[src/rtl/regfile_wb_arbiter_pkg.sv]
// Shared constants and types for the register-file writeback arbiter.
// Imported by the interface, the round-robin arbiter and the top.
package regfile_wb_arbiter_pkg;

    localparam int unsigned DATA_W   = 32;
    localparam int unsigned ADDR_W   = 5;
    localparam int unsigned NUM_REGS = 2 ** ADDR_W;

    localparam logic [ADDR_W-1:0] REG_ZERO = '0;

    // Identifies which producer channel was granted most recently.
    typedef enum logic {
        CH_A = 1'b0,
        CH_B = 1'b1
    } ch_e;

endpackage

[src/rtl/regfile_wb_arbiter_if.sv]
// Writeback/issue bundle between the producers, the issue logic and the arbiter.
// The slave modport is the arbiter's view; master is the producers' and issue logic's view.
interface regfile_wb_arbiter_if;
    import regfile_wb_arbiter_pkg::*;

    logic                iwIssueValid;
    logic [ADDR_W-1:0]   iwIssueReg;
    logic                owIssueStall;

    logic                iwAValid;
    logic [ADDR_W-1:0]   iwAReg;
    logic [DATA_W-1:0]   iwAData;
    logic                owAReady;

    logic                iwBValid;
    logic [ADDR_W-1:0]   iwBReg;
    logic [DATA_W-1:0]   iwBData;
    logic                owBReady;

    logic                owWriteEnable;
    logic [ADDR_W-1:0]   owWriteReg;
    logic [DATA_W-1:0]   owWriteData;

    logic [NUM_REGS-1:0] owBusy;
    logic                owSbErr;

    modport slave (
        input  iwIssueValid, iwIssueReg,
        output owIssueStall,
        input  iwAValid, iwAReg, iwAData,
        output owAReady,
        input  iwBValid, iwBReg, iwBData,
        output owBReady,
        output owWriteEnable, owWriteReg, owWriteData,
        output owBusy, owSbErr
    );

    modport master (
        output iwIssueValid, iwIssueReg,
        input  owIssueStall,
        output iwAValid, iwAReg, iwAData,
        input  owAReady,
        output iwBValid, iwBReg, iwBData,
        input  owBReady,
        input  owWriteEnable, owWriteReg, owWriteData,
        input  owBusy, owSbErr
    );

endinterface

[src/rtl/regfile_wb_arbiter_rr_arbiter_2.sv]
// Two-requester round-robin arbiter with a registered last-grant pointer.
// Grant is combinational and one-hot; bit 0 is channel A, bit 1 is channel B.
module rr_arbiter_2
    import regfile_wb_arbiter_pkg::*;
(
    input  logic       clk_i,
    input  logic       rst_ni,
    input  logic [1:0] req_i,
    output logic [1:0] gnt_o
);

    ch_e last_q, last_d;

    always_comb begin
        gnt_o  = 2'b00;
        last_d = last_q;
        unique case (req_i)
            2'b01:   gnt_o = 2'b01;
            2'b10:   gnt_o = 2'b10;
            2'b11:   gnt_o = (last_q == CH_B) ? 2'b01 : 2'b10;
            default: gnt_o = 2'b00;
        endcase
        if (gnt_o[0]) begin
            last_d = CH_A;
        end else if (gnt_o[1]) begin
            last_d = CH_B;
        end
    end

    // Reset to "B granted last" so A wins the first contested cycle.
    always_ff @(posedge clk_i or negedge rst_ni) begin
        if (!rst_ni) begin
            last_q <= CH_B;
        end else begin
            last_q <= last_d;
        end
    end

endmodule

[src/rtl/regfile_wb_arbiter.sv]
// Merges ALU (A) and LSU (B) writebacks into the register file's single write port
// and tracks destination registers with outstanding results in a busy scoreboard.
module regfile_wb_arbiter
    import regfile_wb_arbiter_pkg::*;
(
    input  logic                 iwClk,
    input  logic                 iwnRst,
    regfile_wb_arbiter_if.slave  wb
);

    logic [1:0]          gnt;
    logic                acc;
    logic                acc_live;
    logic [ADDR_W-1:0]   acc_reg;
    logic [DATA_W-1:0]   acc_data;
    logic                issue_stall;

    logic                wr_en_q, wr_en_d;
    logic [ADDR_W-1:0]   wr_reg_q, wr_reg_d;
    logic [DATA_W-1:0]   wr_data_q, wr_data_d;
    logic [NUM_REGS-1:0] busy_q, busy_d;
    logic                sb_err_q, sb_err_d;

    rr_arbiter_2 u_rr_arbiter_2 (
        .clk_i  (iwClk),
        .rst_ni (iwnRst),
        .req_i  ({wb.iwBValid, wb.iwAValid}),
        .gnt_o  (gnt)
    );

    always_comb begin
        acc      = |gnt;
        acc_reg  = gnt[1] ? wb.iwBReg  : wb.iwAReg;
        acc_data = gnt[1] ? wb.iwBData : wb.iwAData;
        // Writes to register 0 complete the handshake but are otherwise dropped.
        acc_live = acc && (acc_reg != REG_ZERO);

        // A writeback retiring the same register this cycle frees it for the new issue.
        issue_stall = wb.iwIssueValid && busy_q[wb.iwIssueReg]
                      && !(acc && (acc_reg == wb.iwIssueReg));

        busy_d = busy_q;
        if (acc_live) begin
            busy_d[acc_reg] = 1'b0;
        end
        if (wb.iwIssueValid && !issue_stall && (wb.iwIssueReg != REG_ZERO)) begin
            busy_d[wb.iwIssueReg] = 1'b1;
        end

        sb_err_d = sb_err_q || (acc_live && !busy_q[acc_reg]);

        wr_en_d   = acc_live;
        wr_reg_d  = wr_reg_q;
        wr_data_d = wr_data_q;
        if (acc_live) begin
            wr_reg_d  = acc_reg;
            wr_data_d = acc_data;
        end
    end

    always_ff @(posedge iwClk or negedge iwnRst) begin
        if (!iwnRst) begin
            wr_en_q   <= 1'b0;
            wr_reg_q  <= '0;
            wr_data_q <= '0;
            busy_q    <= '0;
            sb_err_q  <= 1'b0;
        end else begin
            wr_en_q   <= wr_en_d;
            wr_reg_q  <= wr_reg_d;
            wr_data_q <= wr_data_d;
            busy_q    <= busy_d;
            sb_err_q  <= sb_err_d;
        end
    end

    assign wb.owAReady      = gnt[0];
    assign wb.owBReady      = gnt[1];
    assign wb.owIssueStall  = issue_stall;
    assign wb.owWriteEnable = wr_en_q;
    assign wb.owWriteReg    = wr_reg_q;
    assign wb.owWriteData   = wr_data_q;
    assign wb.owBusy        = busy_q;
    assign wb.owSbErr       = sb_err_q;

endmodule

[src/flat_wrapper.sv]
// flat-port wrapper written by rule: the top's interface ports become plain ports
module regfile_wb_arbiter_flat import regfile_wb_arbiter_pkg::*;
  (iwClk, iwnRst, wb_iwIssueValid, wb_iwIssueReg, wb_owIssueStall, wb_iwAValid, wb_iwAReg, wb_iwAData, wb_owAReady, wb_iwBValid, wb_iwBReg, wb_iwBData, wb_owBReady, wb_owWriteEnable, wb_owWriteReg, wb_owWriteData, wb_owBusy, wb_owSbErr);
  regfile_wb_arbiter_if wb_i ();
  input  logic iwClk;
  input  logic iwnRst;
  input wire logic [$bits(wb_i.iwIssueValid)-1:0] wb_iwIssueValid;
  input wire logic [$bits(wb_i.iwIssueReg)-1:0] wb_iwIssueReg;
  output wire logic [$bits(wb_i.owIssueStall)-1:0] wb_owIssueStall;
  input wire logic [$bits(wb_i.iwAValid)-1:0] wb_iwAValid;
  input wire logic [$bits(wb_i.iwAReg)-1:0] wb_iwAReg;
  input wire logic [$bits(wb_i.iwAData)-1:0] wb_iwAData;
  output wire logic [$bits(wb_i.owAReady)-1:0] wb_owAReady;
  input wire logic [$bits(wb_i.iwBValid)-1:0] wb_iwBValid;
  input wire logic [$bits(wb_i.iwBReg)-1:0] wb_iwBReg;
  input wire logic [$bits(wb_i.iwBData)-1:0] wb_iwBData;
  output wire logic [$bits(wb_i.owBReady)-1:0] wb_owBReady;
  output wire logic [$bits(wb_i.owWriteEnable)-1:0] wb_owWriteEnable;
  output wire logic [$bits(wb_i.owWriteReg)-1:0] wb_owWriteReg;
  output wire logic [$bits(wb_i.owWriteData)-1:0] wb_owWriteData;
  output wire logic [$bits(wb_i.owBusy)-1:0] wb_owBusy;
  output wire logic [$bits(wb_i.owSbErr)-1:0] wb_owSbErr;
  assign wb_i.iwIssueValid = wb_iwIssueValid;
  assign wb_i.iwIssueReg = wb_iwIssueReg;
  assign wb_owIssueStall = wb_i.owIssueStall;
  assign wb_i.iwAValid = wb_iwAValid;
  assign wb_i.iwAReg = wb_iwAReg;
  assign wb_i.iwAData = wb_iwAData;
  assign wb_owAReady = wb_i.owAReady;
  assign wb_i.iwBValid = wb_iwBValid;
  assign wb_i.iwBReg = wb_iwBReg;
  assign wb_i.iwBData = wb_iwBData;
  assign wb_owBReady = wb_i.owBReady;
  assign wb_owWriteEnable = wb_i.owWriteEnable;
  assign wb_owWriteReg = wb_i.owWriteReg;
  assign wb_owWriteData = wb_i.owWriteData;
  assign wb_owBusy = wb_i.owBusy;
  assign wb_owSbErr = wb_i.owSbErr;
  regfile_wb_arbiter u_core (.iwClk(iwClk), .iwnRst(iwnRst), .wb(wb_i));
endmodule
[config.mk]
export PLATFORM = sky130hd
export DESIGN_NAME = regfile_wb_arbiter_flat
export DESIGN_NICKNAME = d
export VERILOG_FILES = /design/src/rtl/regfile_wb_arbiter_pkg.sv /design/src/rtl/regfile_wb_arbiter_if.sv /design/src/rtl/regfile_wb_arbiter_rr_arbiter_2.sv /design/src/rtl/regfile_wb_arbiter.sv /design/src/flat_wrapper.sv
export SDC_FILE = /design/constraint.sdc
export NUM_CORES = 1
export LEC_CHECK = 0
export ABC_CLOCK_PERIOD_IN_PS = 2800
export BUFFER_PORTS_ARGS = -buffer_cell sky130_fd_sc_hd__buf_2
export CAP_MARGIN = 20
export CORE_AREA = 2 2 98 100
export CTS_CLUSTER_DIAMETER = 80
export DETAILED_ROUTE_END_ITERATION = 8
export DIE_AREA = 0 0 100 102
export GPL_ROUTABILITY_DRIVEN = 0
export PLACE_DENSITY = 0.88
export SETUP_SLACK_MARGIN = 0.02
export SYNTH_ARGS = -nofsm -noshare
export SYNTH_HDL_FRONTEND = slang
export SYNTH_SLANG_ARGS = --single-unit
export TNS_END_PERCENT = 5
[constraint.sdc]
create_clock -name iwClk -period 2.8 [get_ports iwClk]
set_input_delay 0.56 -clock iwClk [delete_from_list [all_inputs] [get_ports iwClk]]
set_output_delay 0.56 -clock iwClk [all_outputs]
set_load 0.01 [all_outputs]
==> flow_summary.toml <==
[run_status]
status = "finished clean"

[power_and_ir_drop]
leakagePower_uw = 0.00247
clkPwrFrac_pct = 25.2
cellPowerDensity_nw_per_um2 = 699
p_total_uw = 3720
power_frac_comb_pct = 34.3
power.net_switching_uw = 1350
peakVddDrop_mv = 0.384
pwr-share-seq_pct = 40.5
swShare_pct = 36.4
p_int_uw = 2370

[routing]
viasPerCell = 5.97
wl_per_cell_um = 18.9
drt_first_pass_iters = 5
drt_iter0_markers = 302
vias = 4194
drc = 0
ant_nets = 0
finalWirelength_mm = 13.3

[logic_synthesis]
synth_area_per_cell_um2 = 9.60
ys.warnings.count = 0
synth.distinct_cells = 44
synthArstFlopShare_pct = 100
synth_seq_area_share_pct = 44.5
synthCells = 422
synth-main-ff-cell = "dfrtp_1"
ys_ff_latch = 72
syn_nets = 506
synth_area_um2 = 4050
synth-edff-count = 0

[die]
coreArea_um2 = 9110
io_pins = 158
floorplan.rows = 35
die_y_um = 102
start_util_pct = 44.5
chipWidth_um = 100
die_area_um2 = 10200

[finish]
final_cell_mix = "156 x buf_2, 86 x nand2_1, 71 x dfrtp_1"
syn_to_final_growth_pct = 31.2
seq_area_um2 = 1800
stdcell_count = 702
finish.instance_area_um2 = 5320
final.fill_count = 766
final_common_cell = "buf_2"
multi_input_comb_area_um2 = 2130
final_core_util_pct = 58.4
drive_above_1_share_pct = 38.9
nNetsFinal = 668

[clock_tree]
post_cts.repair.setup_buffers = 0
htree_levels = 3
clkLatencyLatePin_ns = 0.36
cts-root-buf = "clkbuf_8"
cts.sinks = 72
clk_pin_slew_ns = 0.09
clk_path_buf_depth = 2
cts_made_buffers = 9
cts_tree = "built"

[critical_path]
rr_startpoint = "u_core.u_rr_arbiter_2.last_q"
worstPathRequired_ns = 2.24
worstPathArrival_ns = 2.18
cp_max_fo = 4
reg2reg_slack_ns = 0.27
crit_path_end_kind = "output port"
reg2reg_to = "u_core.wb.owWriteData[30]"
worstSetupPathType = "reg2out"
startpoint_type = "flip-flop"
reg2reg_depth = 9

[global_route]
antenna_found_initial = 3
grt_overflow = 0
grt_pass1_vias = 4024
grt.busiest_layer = "met2"
grt_pass1_wl_mm = 20.1
grt.total_usage_pct = 25.6
grt.met1_usage_pct = 30.7
use_met2_pct = 44.4
grt_start_max_net_pins = 50
use_met3_pct = 5.61

[sta]
rsz0062_at_grt = "yes"
max_slew_margin_pct = 54.2
final.setup_skew_ns = 0.0114
hold-worst-slack_ns = 0.229
worst_pin_slew_ns = 0.688
fmax_ghz = 0.365
hold_viol = 0
finalCritPeriodShare_pct = 97.9
setup_violations = 0
min_period_ns = 2.74
slew_violations = 0

[placement]
place_inst = 684
place_area_um2 = 5060
portBuffers = 157
hpwl_mm = 9.94

[run]
maxCapViolations = 0

[min_path]
hp-class = "in2async"
[what timing repair did]
action / in CTS / in global routing
gates resized for setup: 7 / 0
pin swaps: 2 / 0
endpoints found under the setup margin: 1 / 1
hold buffers: 0 / 0
[cell usage after synthesis, drive strengths merged, types with 6 or more instances]
cell type  count  area, um2
o21ai         33        165
nand3b         9       67.6
buf           13       82.6
a21oi          7       35.0
a31oi         34        213
o31ai         31        233
nor2          44        165
clkbuf        15       56.3
dfrtp         71       1780
xnor2          6       52.6
mux2i         13        159
mux4          17        383
nand2         86        323
[per-stage QoR]
step / TNS [ns] / setup WS [ns]
after floorplan: 0 / 0.0256
after global placement: -0.0789 / -0.0789
after detailed placement: -0.0996 / -0.0996
after CTS: 0 / 0.0290
after global routing: -0.0286 / -0.0286
final: 0 / 0.0593
[layer usage]
| layer | vias up | share of wire, % |
|---|---|---|
| met1 | 1984 | 37 |
| met5 | - | 0.11 |
| met2 | 289 | 49 |
| li1 | 1871 | - |
| met3 | 48 | 11 |
| met4 | 2 | 3.1 |
[worst max-delay path: stages (launching register included)]
cell and delay [ns]:
dfstp_2 0.57, a21bo_4 0.15, buf_4 0.13, mux2i_4 0.25, xnor2_1 0.10, nor3_2 0.19, a31oi_2 0.13, and2_1 0.17
buf_2 0.13
[final cells by class]
| type | instances | share of cell area [%] |
|---|---|---|
| Antenna cell | 2 | 0.0941 |
| Inverter | 3 | 0.259 |
| Multi-Input combinational cell | 319 | 40.0 |
| Tap cell | 111 | 2.61 |
| Clock inverter | 7 | 1.88 |
| Timing Repair Buffer | 179 | 18.9 |
| Clock buffer | 9 | 2.33 |
| Sequential cell | 72 | 33.9 |
[state kept, by name (all words and copies together) (netlist names)]
register	count
u_core.wb.owWriteData	32
u_core.u_rr_arbiter_2.last_q	1
u_core.wb.owBusy	32
u_core.wb.owSbErr	1
u_core.wb.owWriteEnable	1
u_core.wb.owWriteReg	5
[power groups by stage]
stage | Clock, uW | Combinational (uW) | Sequential (uW)
floorplan | 0 | 634 | 1570
global placement | 0 | 1210 | 1500
detailed placement | 0 | 1250 | 1520
CTS | 961 | 1270 | 1500
global route | 1000 | 1380 | 1530
finish | 938 | 1270 | 1510
[worst max path at each step]
stage                                  from               to  slack, ns  cells past startpoint
2_1_floorplan              wb_iwIssueReg[0]  wb_owIssueStall       0.03                      9
3_3_place_gp               wb_iwIssueReg[0]  wb_owIssueStall      -0.08                      8
3_5_place_dp               wb_iwIssueReg[0]  wb_owIssueStall       -0.1                      8
4_1_cts        u_core.u_rr_arbiter_2.last_q  wb_owIssueStall       0.03                      8
5_1_grt                u_core.wb.owBusy[15]  wb_owIssueStall      -0.03                      7
6_report       u_core.u_rr_arbiter_2.last_q  wb_owIssueStall       0.06                      8
[kinds of logic after synthesis]
kind of cell              after synthesis  share of synthesized area, %
muxes                                  35                          14.8
DFF                                    72                          44.5
xor gates and xnor gates                6                          1.30
buffers and inverters                  31                          3.77
AOI/OAI and AO/OA                     117                          18.7
and+or+nand+nor                       161                          17.0
Note: power is estimated with default switching activity, not from simulation.
